<file path="src/rtl/ps2_keycode_rx.sv">
// PS/2 keyboard receiver: synchronise, glitch-filter, deserialise, and present the last two bytes as ASCII hex.
// Optional macro PS2_E0_DROP_EN: discard the 0xE0 extended-key prefix instead of shifting it into keyCode.
module ps2_keycode_rx #(
   parameter int unsigned FILTER_LEN     = 8,
   parameter int unsigned TIMEOUT_CYCLES = 65_000
) (
   input  logic        clk,
   input  logic        rst,
   input  logic        ps2_clk,
   input  logic        ps2_data,
   output logic [31:0] keyCode,
   output logic        key_valid,
   output logic        rx_error
);

   localparam int unsigned FW = $clog2(FILTER_LEN + 1);
   localparam int unsigned TW = $clog2(TIMEOUT_CYCLES + 1);

   localparam logic [1:0] ST_IDLE   = 2'd0;
   localparam logic [1:0] ST_DATA   = 2'd1;
   localparam logic [1:0] ST_PARITY = 2'd2;
   localparam logic [1:0] ST_STOP   = 2'd3;

   logic          clk_s1_q, clk_s2_q, dat_s1_q, dat_s2_q;
   logic          filt_q, filt_d, filt_prev_q;
   logic [FW-1:0] filt_cnt_q, filt_cnt_d;
   logic [1:0]    state_q, state_d;
   logic [2:0]    bit_cnt_q, bit_cnt_d;
   logic [7:0]    shift_q, shift_d;
   logic          par_q, par_d;
   logic [TW-1:0] to_cnt_q, to_cnt_d;
   logic [31:0]   key_q, key_d;
   logic          kv_q, kv_d, err_q, err_d;
   logic          fall_c, timeout_c;

   function automatic logic [7:0] hex_c(input logic [3:0] n);
      return (n <= 4'd9) ? (8'h30 + 8'(n)) : (8'h37 + 8'(n));
   endfunction

   // Filtered clock flips only after the synced level disagrees for FILTER_LEN cycles in a row.
   always_comb begin
      filt_d     = filt_q;
      filt_cnt_d = '0;
      if (clk_s2_q != filt_q) begin
         if (filt_cnt_q == FW'(FILTER_LEN - 1)) filt_d = ~filt_q;
         else filt_cnt_d = filt_cnt_q + FW'(1);
      end
   end

   assign fall_c    = filt_prev_q & ~filt_q;
   assign timeout_c = (state_q != ST_IDLE) && (to_cnt_q == TW'(TIMEOUT_CYCLES - 1));

   // Frame FSM, timeout and keyCode history; an edge takes priority over a simultaneous timeout.
   always_comb begin
      state_d   = state_q;
      bit_cnt_d = bit_cnt_q;
      shift_d   = shift_q;
      par_d     = par_q;
      key_d     = key_q;
      kv_d      = 1'b0;
      err_d     = 1'b0;
      to_cnt_d  = (state_q == ST_IDLE || fall_c) ? '0 : to_cnt_q + TW'(1);
      if (fall_c) begin
         case (state_q)
            ST_IDLE: begin
               if (!dat_s2_q) begin
                  state_d   = ST_DATA;
                  bit_cnt_d = 3'd0;
               end
            end
            ST_DATA: begin
               shift_d   = {dat_s2_q, shift_q[7:1]};
               bit_cnt_d = bit_cnt_q + 3'd1;
               if (bit_cnt_q == 3'd7) state_d = ST_PARITY;
            end
            ST_PARITY: begin
               par_d   = dat_s2_q;
               state_d = ST_STOP;
            end
            default: begin
               state_d = ST_IDLE;
               if (dat_s2_q && (^{shift_q, par_q})) begin
`ifdef PS2_E0_DROP_EN
                  if (shift_q != 8'hE0) begin
                     key_d = {key_q[15:0], hex_c(shift_q[7:4]), hex_c(shift_q[3:0])};
                     kv_d  = 1'b1;
                  end
`else
                  key_d = {key_q[15:0], hex_c(shift_q[7:4]), hex_c(shift_q[3:0])};
                  kv_d  = 1'b1;
`endif
               end else begin
                  err_d = 1'b1;
               end
            end
         endcase
      end else if (timeout_c) begin
         state_d  = ST_IDLE;
         err_d    = 1'b1;
         to_cnt_d = '0;
      end
   end

   always_ff @(posedge clk) begin
      if (rst) begin
         clk_s1_q    <= 1'b1;
         clk_s2_q    <= 1'b1;
         dat_s1_q    <= 1'b1;
         dat_s2_q    <= 1'b1;
         filt_q      <= 1'b1;
         filt_prev_q <= 1'b1;
         filt_cnt_q  <= '0;
         state_q     <= ST_IDLE;
         bit_cnt_q   <= 3'd0;
         shift_q     <= 8'h00;
         par_q       <= 1'b0;
         to_cnt_q    <= '0;
         key_q       <= 32'h0;
         kv_q        <= 1'b0;
         err_q       <= 1'b0;
      end else begin
         clk_s1_q    <= ps2_clk;
         clk_s2_q    <= clk_s1_q;
         dat_s1_q    <= ps2_data;
         dat_s2_q    <= dat_s1_q;
         filt_q      <= filt_d;
         filt_prev_q <= filt_q;
         filt_cnt_q  <= filt_cnt_d;
         state_q     <= state_d;
         bit_cnt_q   <= bit_cnt_d;
         shift_q     <= shift_d;
         par_q       <= par_d;
         to_cnt_q    <= to_cnt_d;
         key_q       <= key_d;
         kv_q        <= kv_d;
         err_q       <= err_d;
      end
   end

   assign keyCode   = key_q;
   assign key_valid = kv_q;
   assign rx_error  = err_q;

endmodule

</file>
<file path="config.mk">
export PLATFORM = sky130hd
export DESIGN_NAME = ps2_keycode_rx
export DESIGN_NICKNAME = d
export VERILOG_FILES = /design/src/rtl/ps2_keycode_rx.sv
export SDC_FILE = /design/constraint.sdc
export NUM_CORES = 1
export LEC_CHECK = 0
export ABC_AREA = 1
export ABC_CLOCK_PERIOD_IN_PS = 1800
export CAP_MARGIN = 15
export CELL_PAD_IN_SITES_DETAIL_PLACEMENT = 0
export CELL_PAD_IN_SITES_GLOBAL_PLACEMENT = 1
export CORE_MARGIN = 2
export CORE_UTILIZATION = 38
export CTS_BUF_LIST = sky130_fd_sc_hd__clkbuf_2
export DETAILED_ROUTE_END_ITERATION = 16
export HOLD_SLACK_MARGIN = 0.08
export PLACE_DENSITY = 0.88
export SYNTH_ARGS = -nofsm -noshare
export SYNTH_HDL_FRONTEND = slang
export SYNTH_SLANG_ARGS = --single-unit
</file>
<file path="constraint.sdc">
create_clock -name clk -period 1.8 [get_ports clk]
set_input_delay 0.54 -clock clk [delete_from_list [all_inputs] [get_ports clk]]
set_output_delay 0.54 -clock clk [all_outputs]
set_load 0.01 [all_outputs]
</file>
==> summary.md <==
The run gives 39.2% as the initial standard-cell utilization of the core. The initial antenna violation count is 0, and the number of design rule violations left after detail routing is 0. The total of buffers placed on input and output ports is 33. Internal power comes to 1.91 mW.

For the count of endpoints failing hold in the final timing report, the log shows 0. The total area inside the core boundary comes to 8720 um2. The first global-routing pass estimated 11400 um of wire. The worst register-to-register path ends at keyCode[29]$_SDFFE_PP0P_. The clock root buffer master is sky130_fd_sc_hd__clkbuf_2. The number of instances in the synthesized netlist is 475, and the clock latency on the worst-skew pair is 520 ps.

Of all nets on the critical path, the largest fanout is 13. The largest net degree at the start of global routing came out at 27. The congestion estimate from routability-driven global placement came to 0.842. The H-tree generated during clock tree synthesis spans 3 levels.

The detailed router finished its first iteration with 75 violations. In this run, synthesis produced a sequential element count of 70. For the final routed database, the setup TNS stands at 0 ps.

The logic gate share of total power is 2.0%. In this run the top signal layer used is met4. The routed length on met2 was 3180 um. The critical path endpoint category is a flop.

The HPWL after detailed placement is 4600 um. Across all hold checks on the routed design, the worst slack comes to 448 ps. The tools report the via count of the routed design as 2928. TritonCTS built the clock tree. The total overflow left after global routing is 0. The sequential area share after synthesis is 41.0%, and the routed length on met1 is 3250 um. The number of hold buffers added after CTS was 0. The longest clock path from root to sink contains 2 buffers. Setup repair after global routing could not meet its margin everywhere. The floorplan step defined a die boundary enclosing 9760 um2. The worst register-to-register path begins at shift_q[5]$_SDFFE_PP0P_.

For hold timing, the worst endpoint is clk_s2_q$_SDFF_PP1_. The run gives 0.000390 V as the worst ir drop on vdd. The die is 98.8 um wide. The logs give 70 for the number of sinks driven by the clock tree and 49.7% for the final cell utilization of the core. The share of total power dissipated in the clock network is 37.5%. The logs give 0 for the count of warnings emitted by yosys and 0 for the diode insertion count for antenna repair. Each instance of the synthesized netlist takes up on average 7.19 um2. In this run, flip-flops and latches consume 60.5% of the power. The slack of the worst reg-to-reg path is 60 ps. For the worst setup path, the data required time is 2220 ps. Summed over all nets, the switching power comes to 0.662 mW. Timing would allow up to 574 MHz.

The tool flagged a number of max-cap violations equal to 0. After synthesis the cells add up to 3410 um2. The count of cell types in the netlist was 33. Residual antenna-violating net count after detailed routing: 0.

Category of the critical setup timing path: reg2reg. In this run the power density over the cells is 594 nW/um2. Between clock sinks in the finished design, the worst skew comes to 29.5 ps. The worst path uses 96.8% of the clock period. The tools report the row count as 34. Per-cell routed wire length: 10.3 um.

In the routed layout, each cell is associated on average with a via count of 4.49. The detailed-route wire length was 6740 um. The total global routing track utilization was 14.1%. For this run, the detailed router's first-pass iteration total came to 4. Type of the worst min-delay path: reg2reg.

Net switching is 25.7% of the power. The depth of the worst hold-timing path is 1. The area overhead of the layout relative to synthesis works out to 27.0%. Number of slew-limit violations in the final report: 0. In this run the most critical hold path is launched from clk_s1_q$_SDFF_PP1_. Measured in cells, the most critical reg-to-reg path has a length of 12.

The run finished with clean final reports. The time the final worst path needs with I/O delays and setup was 1740 ps. Number of top-level pins: 38. The worst setup path is launched from a flop. At the end of the flow, the number of nets in the layout was 559.

For the via count of the first global-routing pass, the log shows 2668. The routed design uses 237 um of met3 wire. Setup violations remaining at the end of the flow were counted as 0. The vertical extent of the die was 98.8 um. The proportion of layout cells with a drive suffix above 1 came out at 26.1%. Summed over all cells, the static leakage comes to 2.09 nW. After clock tree synthesis, the clock-pin slew on the worst setup and hold paths is 230 ps.

Number of buffers inserted during clock tree synthesis: 9. For the arrival time reported for the critical path endpoint, the log shows 2160 ps.
-- cell type report --
class                      instances  area [um2]
clock buffer                       9        45.0
clock inverter                     7        81.3
fill                             859        4390
inverter                          74         278
multi-input combinational        315        1720
sequential                        70        1440
tap                              108         135
timing repair buffer              69         641
-- registers in the layout (all words and copies together) (netlist names) --
name,count
dat_s1_q,1
state_q,2
bit_cnt_q,3
shift_q,8
key_valid,1
rx_error,1
filt_cnt_q,4
keyCode,28
filt_q,1
par_q,1
dat_s2_q,1
to_cnt_q,16
filt_prev_q,1
clk_s1_q,1
clk_s2_q,1
-- synthesized netlist by cell type (all sizes together) --
cell type | instances | area share [%]
nand3 | 14 | 2.6
a21boi | 2 | 0.44
and3 | 2 | 0.37
nor3b | 4 | 0.88
inv | 74 | 8.1
nor2 | 83 | 11
o211ai | 1 | 0.22
xnor2 | 3 | 0.77
dfxtp | 70 | 41
buf | 11 | 3.1
ha | 16 | 5.9
o21ai | 18 | 2.6
nand3b | 1 | 0.22
nand2 | 113 | 13
and2 | 1 | 0.18
a21oi | 19 | 2.8
o221ai | 1 | 0.26
conb | 1 | 0.11
a211oi | 1 | 0.22
nand4 | 11 | 2.0
or2 | 6 | 1.1
xor2 | 6 | 1.5
nor3 | 9 | 1.3
clkbuf | 8 | 0.88
-- power by group through the flow --
stage / Sequential [mW] / Clock [mW] / Combinational (mW)
final: 1.56 / 0.965 / 0.0518
after global routing: 1.56 / 1.06 / 0.0589
after CTS: 1.56 / 1.00 / 0.0522
after detailed placement: 1.59 / 0 / 0.0519
after global placement: 1.59 / 0 / 0.0518
after floorplan: 1.59 / 0 / 0.0385
-- kinds of logic (layout without fill, tap and decap cells) --
logic type      count (synthesis)  count (layout)  synth area share, %
compound gates                 42              42                 6.56
xor+xnor                        9               9                 2.31
fa+ha+maj                      16              16                 5.86
buf+inv                        93             159                 12.1
flops                          70              70                 41.0
other cells                     1               4                0.110
simple gates                  244             244                 32.0
-- worst max path at each step --
stage	startpoint	to	slack, ps	depth (start not counted)
after floorplan	shift_q[5]$_SDFFE_PP0P_	keyCode[1]$_SDFFE_PP0P_	20	12
after global placement	rst	to_cnt_q[8]$_SDFF_PP0_	90	5
after detailed placement	shift_q[1]$_SDFFE_PP0P_	keyCode[26]$_SDFFE_PP0P_	40	14
after CTS	shift_q[1]$_SDFFE_PP0P_	keyCode[25]$_SDFFE_PP0P_	0.2	14
after global routing	shift_q[5]$_SDFFE_PP0P_	keyCode[14]$_SDFFE_PP0P_	-60	13
final	shift_q[5]$_SDFFE_PP0P_	keyCode[29]$_SDFFE_PP0P_	60	12
-- through the flow --
stage / setup WS [ps] / power [mW] / cells / instance area [um2]
floorplan: 18.4 / 1.63 / 478 / 3430
global placement: 94.8 / 1.64 / 617 / 3910
detailed placement: 38.2 / 1.64 / 617 / 3910
CTS: 0.227 / 2.62 / 646 / 4130
global route: -61.6 / 2.68 / 652 / 4340
finish: 57.8 / 2.58 / 652 / 4340
-- worst max-delay path: stages, from the launching register on --
cell and delay [ps]:
sky130_fd_sc_hd__dfxtp_2 390, sky130_fd_sc_hd__inv_2 50, sky130_fd_sc_hd__ha_4 280, sky130_fd_sc_hd__inv_2 30, sky130_fd_sc_hd__nand2_1 40, sky130_fd_sc_hd__nand2_1 60
sky130_fd_sc_hd__nand2_2 90, sky130_fd_sc_hd__nand3_2 90, sky130_fd_sc_hd__nand2_4 90, sky130_fd_sc_hd__nand3_4 160, sky130_fd_sc_hd__clkbuf_16 240, sky130_fd_sc_hd__nor2_2 90
sky130_fd_sc_hd__nor2_1 40
-- layer usage --
layer	track usage, %	vias to the layer above
li1	-	1591
met1	17.5	1289
met2	23.4	41
met3	3.90	7
met4	5.06	0
met5	0	-
-- placed cells by master, fill, tap and decap left out, types with 2 or more instances in the layout --
master	instances
sky130_fd_sc_hd__inv_6	2
sky130_fd_sc_hd__nor2_2	18
sky130_fd_sc_hd__inv_2	7
sky130_fd_sc_hd__clkbuf_16	3
sky130_fd_sc_hd__inv_1	67
sky130_fd_sc_hd__or2_2	6
sky130_fd_sc_hd__clkbuf_2	9
sky130_fd_sc_hd__conb_1	4
sky130_fd_sc_hd__nor3b_1	4
sky130_fd_sc_hd__xor2_1	6
sky130_fd_sc_hd__dfxtp_1	39
sky130_fd_sc_hd__and3_1	2
sky130_fd_sc_hd__nand4_1	11
sky130_fd_sc_hd__nor2_1	63
sky130_fd_sc_hd__ha_4	2
sky130_fd_sc_hd__buf_4	31
sky130_fd_sc_hd__nor2_4	2
sky130_fd_sc_hd__dfxtp_2	31
sky130_fd_sc_hd__a21boi_0	2
sky130_fd_sc_hd__buf_12	2
sky130_fd_sc_hd__xnor2_1	2
sky130_fd_sc_hd__nand2_4	4
sky130_fd_sc_hd__nor3_1	9
sky130_fd_sc_hd__clkinvlp_4	3
sky130_fd_sc_hd__clkdlybuf4s50_1	3
sky130_fd_sc_hd__o21ai_0	16
sky130_fd_sc_hd__dlygate4sd2_1	30
sky130_fd_sc_hd__nand2_2	16
sky130_fd_sc_hd__a21oi_1	19
sky130_fd_sc_hd__ha_1	14
sky130_fd_sc_hd__nand3_1	12
sky130_fd_sc_hd__nand2_1	93
-- repair_timing --
item                                    in CTS  in global routing
resized for setup                           58                 37
buffers inserted                            13                  3
pin swaps                                    0                 13
endpoints found under the hold margin        0                  0
endpoints found under the setup margin      41                 32
cloned                                       0                  3
(Power assumes the default switching activity.)
